### config.mk
export PLATFORM = sky130hd
export DESIGN_NAME = seg7_mux_scan
export DESIGN_NICKNAME = d
export VERILOG_FILES = /design/src/rtl/seg7_mux_scan_pkg.sv /design/src/rtl/seg7_hex_decode.sv /design/src/rtl/seg7_mux_scan.sv
export SDC_FILE = /design/constraint.sdc
export NUM_CORES = 1
export LEC_CHECK = 0
export CORE_MARGIN = 2
export CORE_UTILIZATION = 35
export CTS_CLUSTER_DIAMETER = 200
export DETAILED_ROUTE_END_ITERATION = 16
export SLEW_MARGIN = 25
export SYNTH_ARGS = -nofsm -noshare
export SYNTH_HDL_FRONTEND = slang
export SYNTH_SLANG_ARGS = --single-unit
### constraint.sdc
create_clock -name clk -period 5.38 [get_ports clk]
set_clock_uncertainty 0.05 [all_clocks]
set_input_delay 1.614 -clock clk [delete_from_list [all_inputs] [get_ports clk]]
set_output_delay 1.614 -clock clk [all_outputs]
set_load 0.01 [all_outputs]
### src/rtl/seg7_mux_scan_pkg.sv
// rtl/seg7_mux_scan_pkg.sv - shared segment type and hex glyph table for the 7-segment scanner
package seg7_pkg;

  typedef logic [6:0] seg_t;  // gfedcba, a = bit 0, active-high

  localparam seg_t SEG_BLANK = 7'h00;

  localparam seg_t HEX_SEG [16] = '{
    7'h3F, 7'h06, 7'h5B, 7'h4F, 7'h66, 7'h6D, 7'h7D, 7'h07,
    7'h7F, 7'h6F, 7'h77, 7'h7C, 7'h39, 7'h5E, 7'h79, 7'h71
  };

endpackage

### src/rtl/seg7_hex_decode.sv
// rtl/seg7_hex_decode.sv - combinational hex nibble to segment pattern
module seg7_hex_decode
  import seg7_pkg::*;
(
  input  logic [3:0] nibble,
  output seg_t       seg
);

  assign seg = HEX_SEG[nibble];

endmodule

### src/rtl/seg7_mux_scan.sv
// rtl/seg7_mux_scan.sv - N-digit multiplexed 7-segment driver with double buffering and PWM dimming
module seg7_mux_scan
  import seg7_pkg::*;
#(
  parameter int DIGITS     = 4,
  parameter int DIV        = 256,
  parameter int PWM_BITS   = 3,
  parameter bit ACTIVE_LOW = 1'b0
) (
  input  logic                  clk,
  input  logic                  rst,
  input  logic [4*DIGITS-1:0]   value,
  input  logic [DIGITS-1:0]     dp,
  input  logic [DIGITS-1:0]     blank,
  input  logic                  lz_en,
  input  logic                  load,
  input  logic [PWM_BITS-1:0]   brightness,
  output logic [6:0]            segment,
  output logic                  dp_out,
  output logic [DIGITS-1:0]     digit_en,
  output logic                  frame_done
);

  localparam int              CW      = $clog2(DIV);
  localparam int              IW      = $clog2(DIGITS);
  localparam int              STEP    = DIV >> PWM_BITS;
  localparam logic [CW-1:0]   CNT_MAX = CW'(DIV - 1);
  localparam logic [IW-1:0]   IDX_MAX = IW'(DIGITS - 1);
  localparam logic            POL     = ACTIVE_LOW;

  logic [CW-1:0]         cnt;
  logic [IW-1:0]         idx;
  logic [4*DIGITS-1:0]   pend_value, act_value;
  logic [DIGITS-1:0]     pend_dp, act_dp;
  logic [DIGITS-1:0]     pend_blank, act_blank;
  logic                  pend_lz, act_lz;
  logic                  boundary;

  assign boundary = (cnt == CNT_MAX) && (idx == IDX_MAX);

  // The active buffer only changes at the frame boundary so a frame never mixes old and new data.
  always_ff @(posedge clk) begin
    if (rst) begin
      cnt        <= '0;
      idx        <= '0;
      pend_value <= '0;
      pend_dp    <= '0;
      pend_blank <= '1;
      pend_lz    <= 1'b0;
      act_value  <= '0;
      act_dp     <= '0;
      act_blank  <= '1;
      act_lz     <= 1'b0;
    end else begin
      cnt <= (cnt == CNT_MAX) ? '0 : cnt + 1'b1;
      if (cnt == CNT_MAX)
        idx <= (idx == IDX_MAX) ? '0 : idx + 1'b1;
      if (load) begin
        pend_value <= value;
        pend_dp    <= dp;
        pend_blank <= blank;
        pend_lz    <= lz_en;
      end
      if (boundary) begin
        act_value <= load ? value : pend_value;
        act_dp    <= load ? dp    : pend_dp;
        act_blank <= load ? blank : pend_blank;
        act_lz    <= load ? lz_en : pend_lz;
      end
    end
  end

  logic [DIGITS-1:0]  sup;
  logic               run;
  logic [3:0]         nib;
  seg_t               dec_seg;
  logic               dig_blank, dig_sup, dig_dp, dark;
  logic [CW:0]        win;
  seg_t               seg_n;
  logic               dp_n;
  logic [DIGITS-1:0]  en_n;

  seg7_hex_decode u_dec (
    .nibble (nib),
    .seg    (dec_seg)
  );

  always_comb begin
    sup = '0;
    run = 1'b1;
    // Walk from the most significant digit; suppression stops at the first nonzero nibble.
    for (int i = DIGITS - 1; i >= 1; i--) begin
      run    = run & (act_value[4*i +: 4] == 4'h0);
      sup[i] = act_lz & run;
    end

    nib       = act_value[{idx, 2'b00} +: 4];
    dig_blank = act_blank[idx];
    dig_sup   = sup[idx];
    dig_dp    = act_dp[idx];
    dark      = dig_blank | (dig_sup & ~dig_dp);

    seg_n = (dig_blank | dig_sup) ? SEG_BLANK : dec_seg;
    dp_n  = ~dark & dig_dp;

    // The last cycle of every slot stays off so the next digit never ghosts the previous one.
    win  = (CW + 1)'((int'(brightness) + 1) * STEP);
    en_n = '0;
    if (!dark && ({1'b0, cnt} < win) && (cnt != CNT_MAX))
      en_n[idx] = 1'b1;
  end

  always_ff @(posedge clk) begin
    if (rst) begin
      segment    <= {7{POL}};
      dp_out     <= POL;
      digit_en   <= {DIGITS{POL}};
      frame_done <= 1'b0;
    end else begin
      segment    <= seg_n ^ {7{POL}};
      dp_out     <= dp_n ^ POL;
      digit_en   <= en_n ^ {DIGITS{POL}};
      frame_done <= boundary;
    end
  end

endmodule

; ---- Word level (Yosys, flattened, before mapping)
; Memories as Yosys holds them, arrays and structs flattened. A register that Yosys moved wholly into a read port is not among the register bits.
; Index checks and enable logic that the tools add are counted.
[totals]
regBits = 66
romBits = 112
input_bits = 31
word_cells = 61
mem_count = 1
[classes]
addsub = 3
magnitude_cmp = 3
eq_ne = 3
n_shift = 1
n_mux = 13
bitwise_logic = 13
reduce_logical = 11
[memory_table]
columns = name, depth, width, read_ports, rd_ports_with_merged_regs, wr, line
row1 = (no name shown), 16, 7, 1, 1, 0, seg7_hex_decode.sv:9  ; assign seg = HEX_SEG[nibble];
[op_table]
columns = operator, count
row1 = 16-bit 2-to-1 mux, 1
row2 = 16-bit by 5-bit indexed part select with 4-bit output, 1
row3 = 4-bit logical NOT, 3
row4 = 8-bit by 9-bit less-than comparator with 1-bit output, 1
row5 = "8-bit by 1-bit adder with 8-bit output, second input constant", 1
row6 = "8-bit equality test, second input constant", 1
row7 = 4-bit 2-to-1 mux, 2
row8 = "8-bit != test, second input constant", 1
row9 = 1-bit AND, 7
row10 = 1-bit binary-select mux with 2-bit select, 3
row11 = 2-bit OR reduction, 3
row12 = 1-bit 2-to-1 mux, 5
row13 = 4-bit NOT with 5-bit output, 1
row14 = "3-bit by 1-bit adder with 4-bit output, second input constant", 1
row15 = 1-bit logical AND, 4
row16 = "2-bit by 3-bit less-than comparator with 1-bit output, second input constant", 1
row17 = 1-bit NOT, 3
row18 = "2-bit by 1-bit adder with 2-bit output, second input constant", 1
row19 = 1-bit demux with 2-bit select, 1
row20 = "2-bit equality test, second input constant", 1
row21 = "2-bit by 1-bit greater-or-equal comparator with 1-bit output, second input constant", 1
row22 = 2-bit 2-to-1 mux, 1
row23 = 1-bit OR, 2
row24 = 1-bit logical NOT, 1

; ---- Depth between registers and ports, before layout
[logic_depth]
depth_word = 13
depth_mapped = 7
mapped_depth_nobuf = 7

; ---- Modules after synthesis
; Synthesis repeated with hierarchy kept, for this count alone.
[hier_totals]
hier_cells = 303
area_unflattened_um2 = 3095.5
[by_module_without_submodules]
columns = mod, n_inst, cells_each, area_each_um2, seq_area_each_um2
row1 = seg7_mux_scan, 1, 270, 2805.2, 1461.4
row2 = seg7_hex_decode, 1, 33, 290.3, 0.0

; ---- Worst setup path after synthesis
; OpenSTA, ideal clock, no wires.
[synth_timing]
kind = in2reg
startpoint = in brightness[0]
endpoint = reg digit_en[0]
setup_ns = 0.080
t_arrival_ns = 2.926
required_ns = 5.250
slack_ns = 2.324
path_stages = 7
path_buffers = 0
cell_sequence = ha_1 -> xnor2_1 -> ha_1 -> a21oi_1 -> a32oi_1 -> or3_4 -> nor3b_1
[synth_between]
elab_chain_len = 6
[synth_rtl]
columns = element, line
row1 = from (decl), seg7_mux_scan.sv:17  ; input logic [PWM_BITS-1:0] brightness,
row2 = 3-bit by 1-bit adder with 4-bit output, seg7_mux_scan.sv:107  ; win = (CW + 1)'((int'(brightness) + 1) * STEP);
row3 = 8-bit by 9-bit less-than comparator with 1-bit output, seg7_mux_scan.sv:109  ; if (!dark && ({1'b0, cnt} < win) && (cnt != CNT_MAX))
row4 = 1-bit logical AND (2 in series), seg7_mux_scan.sv:109
row5 = 1-bit NOT (no source line), --
row6 = 2-bit OR reduction (no source line), --
row7 = to (signal assigned), seg7_mux_scan.sv:117  ; digit_en <= {DIGITS{POL}};
row8 = to (signal assigned), seg7_mux_scan.sv:122  ; digit_en <= en_n ^ {DIGITS{POL}};
row9 = to (decl), seg7_mux_scan.sv:20  ; output logic [DIGITS-1:0] digit_en,
; Every way passes these cells.
; A chain may end at the register's enable or synchronous reset.

; ---- Worst setup path in the final report
[layout_timing]
startpoint = in brightness[0]
endpoint = reg digit_en[2]
; Same word-level chain as after synthesis.

==> flow_summary_export.csv <==
group,metric,value,unit
final_layout,areaGrowthSynthToFinish,24.3,%
critical_path,start_kind,"primary input",
logic_synthesis,synth_area_leaders,"dfxtp_1 49%, mux2i_1 9.0%, ha_1 6.3%",
grt,grt_max_degree,34,
grt,grt_pass1_wl,9640,um
floorplanning,dieArea,0.00933,mm2
cts,cts-root-buf,"clkbuf_8",
cts,clk_pin_slew,0.07,ns
logic_synthesis,ys_types,39,
power_and_ir_drop,p_leak,1.59,nW
routing,firstDrtPassIters,4,
critical_path,cp-end-kind,"flop",
critical_path,worst-setup-path-type,"primary input to flop",
cts,postCtsHoldBufs,0,
floorplanning,rows,33,
floorplanning,ioPinCount,44,
logic_synthesis,ys_ff_latch,73,
placed_design,place_congestion,0.740,
floorplanning,die_w,96.6,um
logic_synthesis,ys.flop_type,"dfxtp_1",
grt,grt_overflow_total,0,
routing,drc,0,
logic_synthesis,avgSynthCellArea,10.5,um2
logic_synthesis,synth_common_cells,"73 x dfxtp_1, 41 x nor2_1, 27 x mux2i_1, 18 x o22a_1, 15 x ha_1",
final_layout,instances_no_fill,437,
logic_synthesis,yosysTopAreaCell,"dfxtp_1",
sta,setup_viol,0,
sta,worst_slew_margin_rel,45.3,%
power_and_ir_drop,powerDensity,287,mW/mm2
sta,tightest_slew,0.813,ns
routing,ant_nets,0,
flow_run,drv_cap,0,
routing,post_drt_wl_per_cell,12.6,um
sta,hold_viol,0,
cts,clkSinkCount,73,
logic_synthesis,synth_most_common_cell,"dfxtp_1",
sta,period_share,62.5,%
placed_design,placedCellCount,422,
logic_synthesis,syn_nets,331,
routing,via_count,2116,
grt,antenna_found_initial,0,
outcome,status,"complete, no violations",
min_path,hold_depth,1,
cts,cts_tree,"done",
cts,cts_setup_buffers,0,
final_layout,diodes,0,
power_and_ir_drop,ir_worst_vdd,0.000165,V
sta,finalWorstSetupSlack,2.02,ns
logic_synthesis,syn_area,0.00300,mm2
sta,fmax,297,MHz
logic_synthesis,yosys_warnings,0,
routing,viasPerCell,4.84,
logic_synthesis,async_flop_share,0,%
logic_synthesis,synth_top_area_share,48.7,%
placed_design,post-dp-hpwl,4000,um
critical_path,critPathRequiredTime,5.58,ns
sta,fin_setup_tns,0,ns
sta,slew_violations,0,
logic_synthesis,synth_cells,285,
sta,rsz0062_at_grt,"false",
cts,clk_latency,0.34,ns
floorplanning,start_util,36.3,%
cts,clock_path_buffers,2,
placed_design,place_ws,1.67,ns
min_path,hold_path.class,"flop to flop",
critical_path,reg2reg_depth,7,
grt,grt_pass1_vias,2088,
logic_synthesis,ys_seq_area_share,48.7,%
logic_synthesis,synth_edf_count,0,
cts,cts.repair.resized,0,
final_layout,fill_cells,810,
cts,h-tree-depth,3,
final_layout,nets,374,
placed_design,port_buffers,43,
routing,drtIter0Drc,68,
floorplanning,core,0.00826,mm2
final_layout,final_core_util,45.1,%
floorplanning,die_h,96.6,um
critical_path,critPathArrivalTime,3.56,ns
sta,final.min_clock_period,3.36,ns
critical_path,cp_max_fo,4,
final_layout,drive_gt1_share,7.83,%
grt,grt_usage,13.5,%
routing,wl,5520,um
cts,cts-buffers-inserted,9,
==> worst paths after layout <==
check | from | endpoint | slack, ns
max | brightness[0] | digit_en[2] | 2.02
min | cnt[0] | cnt[0] | 0.41
max reg2reg | idx[0] | act_value[5] | 2.90
min reg2reg | cnt[0] | cnt[0] | 0.41
==> cell usage in the layout (no fill, tap or decap), types with 7 or more instances in the layout <==
cell | synthesis | routed
mux2i_1 | 27 | 27
a21oi_1 | 7 | 7
clkbuf_8 | 0 | 13
ha_1 | 15 | 15
nor2_1 | 41 | 41
inv_1 | 14 | 14
clkdlybuf4s50_1 | 0 | 43
o21ai_0 | 11 | 11
dfxtp_1 | 73 | 73
o22a_1 | 18 | 18
nand2_1 | 11 | 11
==> state kept, by name, indices dropped and copies added (netlist names), 2 cells and up <==
| register | flops |
|---|---|
| segment | 7 |
| act_blank | 4 |
| pend_value | 16 |
| act_value | 16 |
| act_dp | 4 |
| idx | 2 |
| pend_blank | 4 |
| pend_dp | 4 |
| digit_en | 4 |
| cnt | 8 |
==> area by class of cell <==
class | count | area [um2] | share of cell area (%)
tap | 105 | 131 | 3.52
inverter | 14 | 52.6 | 1.41
clock buffer | 13 | 179 | 4.80
clock inverter | 2 | 35.0 | 0.940
multi-input combinational | 183 | 1410 | 37.8
timing repair buffer | 47 | 460 | 12.4
sequential | 73 | 1460 | 39.2
==> layer usage <==
metal | vias up | global-route usage [%] | wire length (um)
met5 | - | 0 | 0
met4 | 0 | 4.58 | 85
met3 | 9 | 5.35 | 291
met2 | 45 | 20.5 | 2360
met1 | 969 | 17.5 | 2780
li1 | 1093 | - | -
==> critical path, stage by stage <==
cell and delay, ns:
clkdlybuf4s50_1 0.45, ha_1 0.23, xnor2_1 0.13, ha_1 0.29
a21oi_1 0.16, a32oi_1 0.09, or3_4 0.40, nor3b_1 0.21
==> logic make-up after synthesis <==
kind of cell               share of synthesized area (%)
buffers and inverters                               4.34
DFF                                                 48.7
AOI/OAI and AO/OA                                   12.4
xor gates and xnor gates                            1.46
and+or+nand+nor                                     12.8
adders and majority gates                           6.26
muxes                                               14.0
==> per-stage QoR <==
stage / hold WS [ns] / area (um2) / power, W
floorplan: 0.380 / 3000 / 0.000605
global placement: 0.402 / 3510 / 0.000635
detailed placement: 0.400 / 3510 / 0.000637
CTS: 0.420 / 3730 / 0.00109
global route: 0.452 / 3730 / 0.00112
finish: 0.414 / 3730 / 0.00107
==> where the power goes <==
group / total, W / switching [W] / leakage, nW / internal, W
combinational: 0.0000659 / 0.0000289 / 0.889 / 0.0000369
clock: 0.000448 / 0.000187 / 0.112 / 0.000262
sequential: 0.000557 / 0.00000436 / 0.594 / 0.000553
Power figures use the tool's default switching activity.
